===== src/rtl/game_pkg.sv =====
// Shared types and constants for the turn controller and its wind generator.
package game_pkg;

  typedef enum logic [2:0] {
    ST_IDLE,
    ST_AIM,
    ST_CHARGE,
    ST_THROW,
    ST_RESOLVE,
    ST_OVER
  } turn_state_t;

  localparam logic PLAYER_DOG = 1'b0;
  localparam logic PLAYER_CAT = 1'b1;

  localparam logic [6:0] WIND_NEUTRAL = 7'd50;

  // Folds a raw 1..127 LFSR value into the 1..100 wind range.
  function automatic logic [6:0] wind_fold(input logic [6:0] raw);
    return (raw > 7'd100) ? raw - 7'd27 : raw;
  endfunction

endpackage


===== src/rtl/wind_lfsr.sv =====
// Free-running 7-bit LFSR (x^7+x^6+1); wind output captures the folded value on load.
module wind_lfsr
  import game_pkg::*;
#(
  parameter logic [6:0] LFSR_SEED = 7'h5A
) (
  input  logic       clk,
  input  logic       rst_n,
  input  logic       load,
  output logic [6:0] wind
);

  logic [6:0] lfsr;

  always_ff @(posedge clk or negedge rst_n) begin
    if (!rst_n) begin
      lfsr <= LFSR_SEED;
      wind <= WIND_NEUTRAL;
    end else begin
      lfsr <= {lfsr[5:0], lfsr[6] ^ lfsr[5]};
      if (load) wind <= wind_fold(lfsr);
    end
  end

endmodule


===== src/rtl/throw_turn_ctl.sv =====
// Turn controller: charges throw force from the mouse, runs the active thrower, applies damage.
//   state      | meaning
//   ST_IDLE    | waiting for start
//   ST_AIM     | waiting for a fresh mouse press
//   ST_CHARGE  | button held, force ramps up
//   ST_THROW   | active thrower enabled, collecting hits until done
//   ST_RESOLVE | one cycle: apply damage, pick next turn or end game
//   ST_OVER    | game finished, waiting for start
module throw_turn_ctl
  import game_pkg::*;
#(
  parameter int         HP_MAX       = 100,
  parameter int         DAMAGE       = 20,
  parameter int         CHARGE_TICKS = 650000,
  parameter logic [6:0] LFSR_SEED    = 7'h5A
) (
  input  logic       clk,
  input  logic       rst_n,
  input  logic       start,
  input  logic       mouse_left,
  input  logic       throw_done_dog,
  input  logic       throw_done_cat,
  input  logic       hit_dog,
  input  logic       hit_cat,
  output logic       enable_dog,
  output logic       enable_cat,
  output logic [9:0] throw_force,
  output logic [6:0] wind_force,
  output logic [7:0] hp_dog,
  output logic [7:0] hp_cat,
  output logic       turn,
  output logic       game_over,
  output logic       winner
);

  localparam int            CW       = (CHARGE_TICKS > 1) ? $clog2(CHARGE_TICKS) : 1;
  localparam logic [CW-1:0] CNT_LAST = CW'(CHARGE_TICKS - 1);
  localparam logic [7:0]    HP_INIT  = 8'(HP_MAX);
  localparam logic [7:0]    DMG      = 8'(DAMAGE);

  turn_state_t   state, state_d;
  logic          mouse_prev, mouse_rise;
  logic [CW-1:0] cnt, cnt_d;
  logic [9:0]    force_d;
  logic [7:0]    hp_dog_d, hp_cat_d, opp_hp, opp_after;
  logic          turn_d, winner_d, game_over_d;
  logic          hit_seen, hit_seen_d, done_act, hit_act;
  logic          en_dog_d, en_cat_d, wind_load;

  assign mouse_rise = mouse_left & ~mouse_prev;
  assign done_act   = (turn == PLAYER_CAT) ? throw_done_cat : throw_done_dog;
  assign hit_act    = (turn == PLAYER_CAT) ? hit_cat : hit_dog;
  assign opp_hp     = (turn == PLAYER_CAT) ? hp_dog : hp_cat;
  assign opp_after  = !hit_seen ? opp_hp : ((opp_hp > DMG) ? opp_hp - DMG : 8'd0);

  always_ff @(posedge clk or negedge rst_n) begin
    if (!rst_n) state <= ST_IDLE;
    else        state <= state_d;
  end

  always_comb begin
    state_d = state;
    case (state)
      ST_IDLE, ST_OVER: if (start)       state_d = ST_AIM;
      ST_AIM:           if (mouse_rise)  state_d = ST_CHARGE;
      ST_CHARGE:        if (!mouse_left) state_d = ST_THROW;
      ST_THROW:         if (done_act)    state_d = ST_RESOLVE;
      ST_RESOLVE:       state_d = (opp_after == 8'd0) ? ST_OVER : ST_AIM;
      default:          state_d = ST_IDLE;
    endcase
  end

  always_comb begin
    cnt_d      = cnt;
    force_d    = throw_force;
    hp_dog_d   = hp_dog;
    hp_cat_d   = hp_cat;
    turn_d     = turn;
    winner_d   = winner;
    hit_seen_d = hit_seen;
    wind_load  = 1'b0;
    case (state)
      ST_IDLE, ST_OVER: begin
        if (start) begin
          hp_dog_d   = HP_INIT;
          hp_cat_d   = HP_INIT;
          turn_d     = PLAYER_DOG;
          hit_seen_d = 1'b0;
          wind_load  = 1'b1;
        end
      end
      ST_AIM: begin
        if (mouse_rise) begin
          cnt_d   = '0;
          force_d = '0;
        end
      end
      ST_CHARGE: begin
        if (mouse_left) begin
          if (cnt == CNT_LAST) begin
            cnt_d = '0;
            if (throw_force != 10'h3FF) force_d = throw_force + 10'd1;
          end else begin
            cnt_d = cnt + 1'b1;
          end
        end
      end
      ST_THROW: hit_seen_d = hit_seen | hit_act;
      ST_RESOLVE: begin
        hit_seen_d = 1'b0;
        if (turn == PLAYER_CAT) hp_dog_d = opp_after;
        else                    hp_cat_d = opp_after;
        if (opp_after == 8'd0) begin
          winner_d = turn;
        end else begin
          turn_d    = ~turn;
          wind_load = 1'b1;
        end
      end
      default: ;
    endcase
    // Enables follow the next state so they rise on the first ST_THROW cycle.
    game_over_d = (state_d == ST_OVER);
    en_dog_d    = (state_d == ST_THROW) && (turn_d == PLAYER_DOG);
    en_cat_d    = (state_d == ST_THROW) && (turn_d == PLAYER_CAT);
  end

  always_ff @(posedge clk or negedge rst_n) begin
    if (!rst_n) begin
      mouse_prev  <= 1'b0;
      cnt         <= '0;
      throw_force <= '0;
      hp_dog      <= HP_INIT;
      hp_cat      <= HP_INIT;
      turn        <= PLAYER_DOG;
      winner      <= 1'b0;
      game_over   <= 1'b0;
      hit_seen    <= 1'b0;
      enable_dog  <= 1'b0;
      enable_cat  <= 1'b0;
    end else begin
      mouse_prev  <= mouse_left;
      cnt         <= cnt_d;
      throw_force <= force_d;
      hp_dog      <= hp_dog_d;
      hp_cat      <= hp_cat_d;
      turn        <= turn_d;
      winner      <= winner_d;
      game_over   <= game_over_d;
      hit_seen    <= hit_seen_d;
      enable_dog  <= en_dog_d;
      enable_cat  <= en_cat_d;
    end
  end

  wind_lfsr #(.LFSR_SEED(LFSR_SEED)) u_wind (
    .clk  (clk),
    .rst_n(rst_n),
    .load (wind_load),
    .wind (wind_force)
  );

endmodule


===== config.mk =====
export PLATFORM = sky130hd
export DESIGN_NAME = throw_turn_ctl
export DESIGN_NICKNAME = d
export VERILOG_FILES = /design/src/rtl/game_pkg.sv /design/src/rtl/wind_lfsr.sv /design/src/rtl/throw_turn_ctl.sv
export SDC_FILE = /design/constraint.sdc
export NUM_CORES = 1
export LEC_CHECK = 0
export CORE_ASPECT_RATIO = 0.75
export CORE_MARGIN = 3
export CORE_UTILIZATION = 35
export CTS_BUF_LIST = sky130_fd_sc_hd__clkbuf_2 sky130_fd_sc_hd__clkbuf_4 sky130_fd_sc_hd__clkbuf_8
export DETAILED_ROUTE_END_ITERATION = 16
export GPL_ROUTABILITY_DRIVEN = 0
export MAX_ROUTING_LAYER = met4
export SETUP_SLACK_MARGIN = 0.2
export SLEW_MARGIN = 20
export SYNTH_ARGS = -nofsm -noshare
export SYNTH_HDL_FRONTEND = slang
export SYNTH_HIERARCHICAL = 1
export SYNTH_SLANG_ARGS = --single-unit

===== constraint.sdc =====
create_clock -name clk -period 4.4 [get_ports clk]
set_input_delay 0.66 -clock clk [delete_from_list [all_inputs] [get_ports clk]]
set_output_delay 0.66 -clock clk [all_outputs]
set_load 0.02 [all_outputs]

-- Word-level counts from Yosys, hierarchy flattened
Index checks and enable logic that the tools add are counted.
W data, S select, Z words.
- bits in latches: 0
- output and inout bits: 38
- input port bits: 8
- memories: 0
- RAM bits: 0
- bits in registers: 70
- logic and storage cells: 90
- bits in read-only memories: 0
- magnitude comparators: 2
- shift-type cells: 0
- $add $sub $neg: 4
- equal/unequal tests: 16
- bitwise operators: 6
- reduce and logical (&&, ||, !) cells: 14
- multiplexer cells: 34
- div/mod/pow operators: 0
- multipliers: 0
- operator list (operator ; count):
    $mux W20 ; 3
    $mux W8 ; 6
    $mux W10 ; 4
    $pmux W20 S2 ; 1
    $pmux W8 S2 ; 2
    $add A20 B1 Y20 const B ; 1
    $eq A20 B20 Y1 const B ; 1
    $pmux W10 S2 ; 1
    $mux W3 ; 5
    $pmux W3 S5 ; 1
    $ne A2 B2 Y1 const B ; 7
    $add A10 B1 Y10 const B ; 1
    $ne A10 B10 Y1 const B ; 1
    $eq A3 B2 Y1 const B ; 3
    $eq A3 B3 Y1 const B ; 3
    $reduce_and A3 Y1 ; 3
    $gt A8 B5 Y1 const B ; 1
    $logic_not A8 Y1 ; 1
    $sub A8 B5 Y8 const B ; 1
    $gt A7 B7 Y1 const B ; 1
    $mux W1 ; 7
    $mux W7 ; 1
    $sub A7 B5 Y7 const B ; 1
    $reduce_and A5 Y1 ; 1
    13 further kinds ; 19

-- Depth between registers and ports, before layout
Gate-level depths: netlist (run 1).
- depth after elaboration: 9
- depth in mapped cells: 14

-- Modules after synthesis
Netlist (run 1), hierarchy kept.
- by module, submodules not included (module ; times used ; cells each ; sequential area each (sq um) ; area each (sq um)):
    throw_turn_ctl ; 1 ; 351 ; 1408.9 ; 3228.1
    wind_lfsr ; 1 ; 64 ; 359.1 ; 704.4

-- Least setup slack after synthesis (run 1)
No wires, ideal clock.
- path kind: register to register
- start: register turn
- end: register u_wind.wind[1]
- arrival: 3.379 ns
- buffers on the path: 3
- period minus slack after synthesis: 3.452 ns
- cell stages (with the launch flop): 15
- slack: 0.948 ns
- cells stage by stage: dfrtp_1 buf_6 buf_2 mux2i_1 inv_1 ha_1 nor4bb_1 or4_4 and3_4 o32a_1 and3b_4 nor2_1 clkbuf_1 nor2_1 a21oi_1
- word-level cells in the longest chain between the ends: 7
- elaborated cells between the ends (all ways): 8
- ends and longest elaborated chain (item ; line ; RTL):
    start, declared ; throw_turn_ctl.sv:31 ; output logic turn,
    start signal, assigned ; throw_turn_ctl.sv:147 ; turn <= turn_d;
    $mux W8 (*) ; throw_turn_ctl.sv:53 ; assign opp_hp = (turn == PLAYER_CAT) ? hp_dog : hp_cat;
    $sub A8 B5 Y8 / $gt A8 B5 Y1 (equally long branches) ; throw_turn_ctl.sv:54 ; assign opp_after = !hit_seen ? opp_hp : ((opp_hp > DMG) ? opp_hp - DMG : 8'd0);
    $mux W8 ; throw_turn_ctl.sv:54 ;
    $mux W8 (*) ; throw_turn_ctl.sv:54 ;
    $logic_not A8 Y1 (*) ; throw_turn_ctl.sv:113 ; if (opp_after == 8'd0) begin
    $mux W1 (*) ; throw_turn_ctl.sv:113 ;
    $pmux W1 S2 (*) ; throw_turn_ctl.sv:82 ; case (state)
    named net wind_load ; throw_turn_ctl.sv:48 ; logic en_dog_d, en_cat_d, wind_load;
    end signal, assigned ; wind_lfsr.sv:21 ; if (load) wind <= wind_fold(lfsr);
    end, declared ; wind_lfsr.sv:10 ; output logic [6:0] wind
Mark *: on every way through the listed nets, which the timed path passes. The rest lies on a longest branch.
A chain may end at the register's enable or synchronous reset.

-- Worst setup path after layout (run 1)
- start: register turn
- end: register u_wind.wind[2]
Same word-level chain as after synthesis.

==> flow_summary.toml, run 1 <==
[clock_network]
h-tree-depth = 3
hold_buffers = 0
cts_buffers = 9
cts_root_buf = "clkbuf_8"
cts_tree = "yes"
cts_resized = 0
clockBufferDepth = 2
clock_sinks = 70
insertion_delay_ps = 340
path_clk_slew_ps = 80
postCtsSetupBuffers = 0

[route]
dr_total_vias = 3203
vias_per_cell = 5.37
drtPass1Iterations = 4
drtIter0Drc = 166
finalWirelength_um = 9070
wl_per_cell_um = 15.2
drtAntennaViolNets = 0
drc_errors = 0

[power]
leakagePower_nw = 2.02
p_per_area_nw_per_um2 = 446
irDropWorstVdd_mv = 0.211

[timing]
period_minus_slack_ps = 3740
finalCritPeriodShare_pct = 85.0
setup_slack_ps = 660
finClkSkew_ps = 8.78
tns_ps = 0
slew_headroom_pct = 34.4
max_freq_mhz = 267
rsz0062_at_grt = "no"
tightest_slew_ps = 976
setup_viol_count_final = 0
hold_violations = 0
final_max_slew_viol_count = 0

[place]
dp.cells = 581
hpwl_um = 6450
io_buffers = 45
pre_cts_slack_ps = 676

[critical_path]
r2r-end = "u_wind/wind[2]"
r2r_slack_ps = 660
critPathKind = "reg -> reg"
r2r_start = "turn"
reg2reg_depth = 11
cp.arrival_ps = 3970
start_kind = "flip-flop"
critPathMaxFanout = 27
cp.required_ps = 4630
cp-end-kind = "flip-flop"

[logic_synthesis]
avgSynthCellArea_um2 = 9.48
synth_top_family_by_area = "simple AND/OR/NAND/NOR gates"
postSynth.asyncResetShare_pct = 100
yosysMostFrequentCell = "dfrtp_1"
synth_ff_type = "dfrtp_1"
synth_edf_count = 0
synth_common_cells = "dfrtp_1 (57), nor2_1 (49), nand2_1 (35), a21oi_1 (25), nand3_1 (20)"
synth_cells = 415
synth-adder-area-share_pct = 2.23
synth_top_area_cell = "dfrtp_1"
synthSimpleGateAreaFrac_pct = 23.8
synthMuxAreaShare_pct = 4.68
ys_top_cells_by_area = "dfrtp_1 (36%), dfstp_2 (8.7%), nor2_1 (4.7%), nand2_1 (3.3%), a21oi_1 (3.2%)"
yosysUniqueCellTypes = 59
yosys.area_share.xor_xnor_pct = 4.90
yosysSeqAreaShare_pct = 45.0
synth_top_area_share_pct = 36.3
syn_area_um2 = 3930
synth_compound_area_share_pct = 15.9
synth_warnings = 6
synth_seq_cells = 70
syn_nets = 430

[grt]
grt_overflow_total = 0
grt_max_degree = 41
grt_pass1_wl_um = 15200
gr-usage-all-layers_pct = 15.4
antenna_found_initial = 0
grt_pass1_vias = 2936

[run]
max-cap-violations = 0

[layout]
post-route-util_pct = 44.1
finalNonFillerCells = 597
synthToLayoutAreaGrowth_pct = 19.0
n_antenna_cell = 0
final_nets = 471
final_layout_size_suffix_gt1_share_pct = 10.4

[floorplanning]
core-area_um2 = 10600
die_width_um = 128
core.rowCount = 32
fp.dieH_um = 97.8
ios = 46
start_util_pct = 37.1
design.die.area_um2 = 12600

[outcome]
status = "complete, no violations"

[hold_path]
min_path_type = "in -> async"
## per-layer routing
metal | GRT usage (%) | vias up | share of wire (%)
met5 | - | - | 0
met4 | 4.40 | 0 | 0.77
met3 | 3.94 | 6 | 4.3
met2 | 20.8 | 59 | 44
met1 | 22.5 | 1559 | 51
li1 | - | 1579 | -
## stage by stage
step	hold slack (ps)	power, mW	cell area, um2
final	364	2.09	4680
after global routing	392	2.23	4680
after CTS	362	2.12	4680
after detailed placement	429	1.55	4470
after global placement	429	1.53	4470
after floorplan	360	1.30	3930
## cell families (layout without fill, tap and decap cells)
group                      Yosys count  in the layout
and+or+nand+nor                    180            180
xor gates and xnor gates            22             22
muxes                               17             17
DFF                                 70             70
AOI/OAI and AO/OA                   91             91
adders and majority gates            7              7
buffers and inverters               28             74
## where the power goes
part           total, mW  internal (mW)  switching, mW  leakage [nW]
Combinational      0.707          0.281          0.426         0.999
Clock              0.553          0.314          0.240         0.109
Sequential         0.826          0.733         0.0922         0.915
## worst max-delay path, stage by stage (launching register included)
cell,delay (ps)
dfrtp_1,370
buf_4,310
mux2i_1,180
ha_1,240
nor4bb_1,140
or4_4,480
and3_4,230
o32a_1,400
and3b_4,220
nor2_1,720
o31a_1,260
a21oi_1,70
## area by class of cell
class | count | area [um2]
multi-input combinational | 317 | 2030
inverter | 11 | 41.3
fill | 1021 | 5930
sequential | 70 | 1770
tap | 136 | 170
timing repair buffer | 47 | 460
clock buffer | 13 | 173
clock inverter | 3 | 42.5
## worst max-delay path by stage
stage | slack, ps | cells past startpoint | from | to
6_report | 660 | 11 | turn | u_wind/wind[2]
5_1_grt | 480 | 11 | turn | u_wind/wind[2]
4_1_cts | 640 | 11 | turn | u_wind/wind[2]
3_5_place_dp | 680 | 11 | turn | u_wind/wind[2]
3_3_place_gp | 820 | 11 | turn | u_wind/wind[2]
2_1_floorplan | 950 | 14 | turn | u_wind/wind[1]
## registers in the layout, indices dropped and copies added (netlist names), 3 cells and up
register / flops
cnt: 20
hp_cat: 8
hp_dog: 8
state: 3
throw_force: 10
u_wind/lfsr: 7
u_wind/wind: 7
## layout by cell type, fill, tap and decap left out, types with 4 or more instances in the layout
master           instances
ha_1                     7
nor2_1                  49
nand3_1                 20
nand2_1                 35
mux2_2                   8
dfrtp_1                 57
clkdlybuf4s50_1         44
nor3_1                   9
o31ai_1                  9
nand2b_1                11
and2_1                   7
and3_1                   8
a21oi_1                 25
a31oi_1                  7
o21ai_0                 10
mux2i_1                  8
nand4_1                 10
dfstp_2                 13
a21o_1                   8
or3_1                    5
inv_1                   11
xnor2_1                  9
nor3b_1                  4
clkbuf_8                12
xor2_1                  13
No activity file was read; power rests on OpenSTA's default activity.
==> run 2: changes to the inputs <==
==> constraint.sdc (replaced) <==
create_clock -name clk -period 3.7 [get_ports clk]
set_input_delay 0.555 -clock clk [delete_from_list [all_inputs] [get_ports clk]]
set_output_delay 0.555 -clock clk [all_outputs]
set_load 0.02 [all_outputs]
==> flow_summary.toml, run 2 (synthesized netlist as in run 1, its figures left out) <==
[power]
leakagePower_nw = 2.05
irDropWorstVdd_mv = 0.219
power_frac_clock_pct = 28.7
total_power_mw = 2.56
p_sw_mw = 0.907
p_per_area_nw_per_um2 = 542
p_seq_share_pct = 38.5
intPower_mw = 1.66
combPwrFrac_pct = 32.8
swShare_pct = 35.4

[grt]
grt_pass1_wl_um = 15000
grt_overflow_total = 0
grt_max_degree = 34
antenna_found_initial = 0
grt_pass1_vias = 3011
gr-usage-all-layers_pct = 15.1

[timing]
setup_viol_count_final = 0
finClkSkew_ps = 13.7
rsz0062_at_grt = "no"
tightest_slew_ps = 832
slew_headroom_pct = 44.4
max_freq_mhz = 311
tns_ps = 0
finalCritPeriodShare_pct = 86.9
final_max_slew_viol_count = 0
hold_violations = 0
period_minus_slack_ps = 3220

[clock_network]
insertion_delay_ps = 360
cts_tree = "yes"
cts_buffers = 9
h-tree-depth = 3
path_clk_slew_ps = 80
hold_buffers = 0
cts_root_buf = "clkbuf_8"
clockBufferDepth = 2
clock_sinks = 70
postCtsSetupBuffers = 0
cts_resized = 0

[critical_path]
r2r_start = "turn"
cpPeakStageDelay_ps = 490
start_kind = "flip-flop"
critPathMaxFanout = 14
crit_buf_inv = 2
cp-end-kind = "flip-flop"
cp.arrival_ps = 3460
cp.required_ps = 3940
path_delay_family = "simple AND/OR/NAND/NOR gates"
crit_start = "turn"
critPathKind = "reg -> reg"
slowest_stage = "or4_4"
path_cells = "mux2i_1, inv_1, ha_1, nor4bb_1, or4_4, and3_4, o32a_1, and3b_4, nor2_1, buf_4, o31a_1, a21oi_1"

[route]
dr_total_vias = 3177
drtIter0Drc = 180
drtPass1Iterations = 5
finalWirelength_um = 8960
wl_per_cell_um = 14.9
drc_errors = 0
vias_per_cell = 5.30
drtAntennaViolNets = 0

[layout]
final_nets = 474
final_common_cell = "dfrtp_1"
reg.largest.list = "cnt x20, throw_force x10"
synthToLayoutAreaGrowth_pct = 20.2
largest_reg_flops = 20
top_register = "cnt"
layout_common_cells = "dfrtp_1 (57), nor2_1 (49), clkdlybuf4s50_1 (44), nand2_1 (35), a21oi_1 (25)"
n_antenna_cell = 0
post-route-util_pct = 44.5
final_layout_size_suffix_gt1_share_pct = 11.0

[floorplanning]
start_util_pct = 37.1
ios = 46
fp.dieH_um = 97.8
core.rowCount = 32
die_width_um = 128
design.die.area_um2 = 12600
core-area_um2 = 10600

[place]
io_buffers = 45
hpwl_um = 6250

[run]
max-cap-violations = 0

[outcome]
status = "complete, no violations"

[hold_path]
min_path_type = "in -> async"
[run 2: cell types whose count changed in the layout (fill, tap and decap cells not counted)]
cell	previous run	this run
clkinvlp_4	1	0
buf_4	2	5
bufinv_16	1	2
[run 2: cell type report]
| cell class | instances | area [um2] |
|---|---|---|
| inverters | 11 | 41.3 |
| multi-input cells | 317 | 2030 |
| fillers | 1009 | 5880 |
| clock inverters | 3 | 65.1 |
| well taps | 136 | 170 |
| repair buffers | 50 | 483 |
| flip-flops and latches | 70 | 1770 |
| clock buffers | 13 | 173 |
[run 2: final timing paths]
kind                                   to  slack (ps)  depth (start not counted)
min in group clk           u_wind/lfsr[2]         440                          0
max in group asynchronous  u_wind/lfsr[4]        2620                          2
max reg2reg                u_wind/wind[2]         480                         12
max                        u_wind/wind[2]         480                         12
min                             hp_dog[3]         260                          1
min reg2reg                u_wind/lfsr[2]         440                          0
[run 2: power groups by stage]
stage	clock, mW	combinational [mW]	sequential (mW)
4_1_cts	0.757	0.847	0.986
6_report	0.736	0.841	0.986
3_3_place_gp	0	0.827	0.998
2_1_floorplan	0	0.514	1.03
5_1_grt	0.796	0.926	1.01
3_5_place_dp	0	0.842	0.999
[run 2: per-layer routing]
layer / share of wire, % / track usage [%] / wire, um
met5: 0 / - / 0
met4: 0.55 / 4.57 / 49
met3: 6.1 / 4.32 / 544
met2: 43 / 21.4 / 3850
met1: 50 / 20.9 / 4520
[run 2: metrics by stage]
step / setup slack [ps] / std cells / hold WS [ps] / area (um2)
global placement: 603 / 584 / 427 / 4490
detailed placement: 497 / 584 / 427 / 4490
global route: 281 / 600 / 313 / 4730
finish: 484 / 600 / 258 / 4730
CTS: 475 / 600 / 273 / 4730
floorplan: 248 / 415 / 259 / 3930
==> run 3: changes to the inputs <==
==> constraint.sdc (replaced) <==
create_clock -name clk -period 3.5 [get_ports clk]
set_input_delay 0.525 -clock clk [delete_from_list [all_inputs] [get_ports clk]]
set_output_delay 0.525 -clock clk [all_outputs]
set_load 0.02 [all_outputs]
==> flow_summary.toml, run 3 (synthesized netlist as in run 1, its figures left out) <==
[critical_path]
critPathKind = "reg -> reg"
start_kind = "flip-flop"
path_cells = "mux2i_2, inv_1, ha_1, nor4bb_1, or4_4, and3_4, o32a_1, and3b_4, nor2_4, o31a_1, a21oi_1"
cp.arrival_ps = 3380
slowest_stage = "or4_4"
critPathMaxFanout = 14
crit_buf_inv = 1
path_delay_family = "simple AND/OR/NAND/NOR gates"
cpPeakStageDelay_ps = 480
cp-end-kind = "flip-flop"
cp.required_ps = 3740

[place]
hpwl_um = 6580
io_buffers = 45

[clock_network]
hold_buffers = 0
cts_tree = "yes"
insertion_delay_ps = 360
cts_buffers = 9
path_clk_slew_ps = 80
cts_root_buf = "clkbuf_8"
clock_sinks = 70
clockBufferDepth = 2
h-tree-depth = 3

[route]
wl_per_cell_um = 15.1
drtPass1Iterations = 4
vias_per_cell = 5.28
drtIter0Drc = 132
drtAntennaViolNets = 0
dr_total_vias = 3177
drc_errors = 0
finalWirelength_um = 9070

[grt]
use_met2_pct = 20.2
antenna_found_initial = 0
grt_max_degree = 33
gr-usage-all-layers_pct = 15.6
gr-usage-met3_pct = 3.88
busiest_layer = "met1"
grt_overflow_total = 0
grt_pass1_wl_um = 15500
grt_pass1_vias = 3029
grt_use_met1_pct = 23.7

[layout]
final_layout_size_suffix_gt1_share_pct = 11.8
reg.largest.list = "cnt x20, throw_force x10"
synthToLayoutAreaGrowth_pct = 20.0
top_register = "cnt"
layout_common_cells = "dfrtp_1 (57), nor2_1 (48), clkdlybuf4s50_1 (44), nand2_1 (35), a21oi_1 (25)"
final_nets = 476
largest_reg_flops = 20
n_antenna_cell = 0
final_common_cell = "dfrtp_1"

[power]
irDropWorstVdd_mv = 0.333
swShare_pct = 37.1
leakagePower_nw = 2.04
p_per_area_nw_per_um2 = 555
combPwrFrac_pct = 34.4
p_seq_share_pct = 40.1
power_frac_clock_pct = 25.6
intPower_mw = 1.65
p_sw_mw = 0.970

[timing]
tightest_slew_ps = 831
finalCritPeriodShare_pct = 89.6
setup_viol_count_final = 0
max_freq_mhz = 319
finClkSkew_ps = 10.0
tns_ps = 0
period_minus_slack_ps = 3140
slew_headroom_pct = 44.5
final_max_slew_viol_count = 0
fin_hold_ws_ps = 217
hold_violations = 0
rsz0062_at_grt = "no"

[floorplanning]
core-area_um2 = 10600
fp.dieH_um = 97.8
design.die.area_um2 = 12600
die_width_um = 128
ios = 46
start_util_pct = 37.1
core.rowCount = 32

[outcome]
status = "complete, no violations"

[run]
max-cap-violations = 0

[hold_path]
min_path_type = "in -> async"
run 3: what timing repair did:
item,4_1_cts,5_1_grt
resized for setup,1,0
setup endpoints to repair,1,0
buffers inserted,0,0
endpoints found under the hold margin,0,0
run 3: per-stage QoR:
step / setup slack (ps) / total power, mW / cell area (um2) / util [%] / cells
final: 363 / 2.62 / 4720 / 44.5 / 602
after CTS: 360 / 2.65 / 4720 / 44.5 / 602
after floorplan: 239 / 1.64 / 3940 / - / 415
after detailed placement: 200 / 1.96 / 4510 / 42.5 / 586
after global placement: 285 / 1.94 / 4510 / 42.5 / 586
after global routing: 206 / 2.79 / 4720 / 44.5 / 602
run 3: power by group through the flow:
stage | sequential, mW | combinational, mW | clock (mW)
floorplan | 1.09 | 0.551 | 0
global placement | 1.05 | 0.889 | 0
detailed placement | 1.06 | 0.900 | 0
CTS | 1.05 | 0.907 | 0.692
global route | 1.07 | 0.998 | 0.726
finish | 1.05 | 0.899 | 0.669
run 3: worst reg2reg max path, cell delays in order, from the launching register on:
cell      delay (ps)
dfrtp_1          450
mux2i_2          310
inv_1             70
ha_1             190
nor4bb_1         140
or4_4            480
and3_4           230
o32a_1           390
and3b_4          230
nor2_4           280
o31a_1           200
a21oi_1           60
run 3: layout make-up:
type	instances	area, um2
sequential	70	1770
clock inverter	5	58.8
inverter	11	41.3
multi-input combinational	317	2040
fill	1033	5890
tap	136	170
timing repair buffer	52	498
clock buffer	11	145
run 3: routing by layer:
metal  vias up  wire, um
li1       1596         -
met4         0         0
met2        65      3860
met3         0       364
met5         -         0
met1      1516      4840
run 3: worst paths after layout:
kind	from	endpoint	depth (start not counted)	slack (ps)
min in group clk	u_wind/lfsr[1]	u_wind/lfsr[2]	0	440
min	rst_n	cnt[18]	1	220
max	turn	u_wind/wind[2]	11	360
min reg2reg	u_wind/lfsr[1]	u_wind/lfsr[2]	0	440
max reg2reg	turn	u_wind/wind[2]	11	360
max in group asynchronous	rst_n	u_wind/wind[4]	2	2470
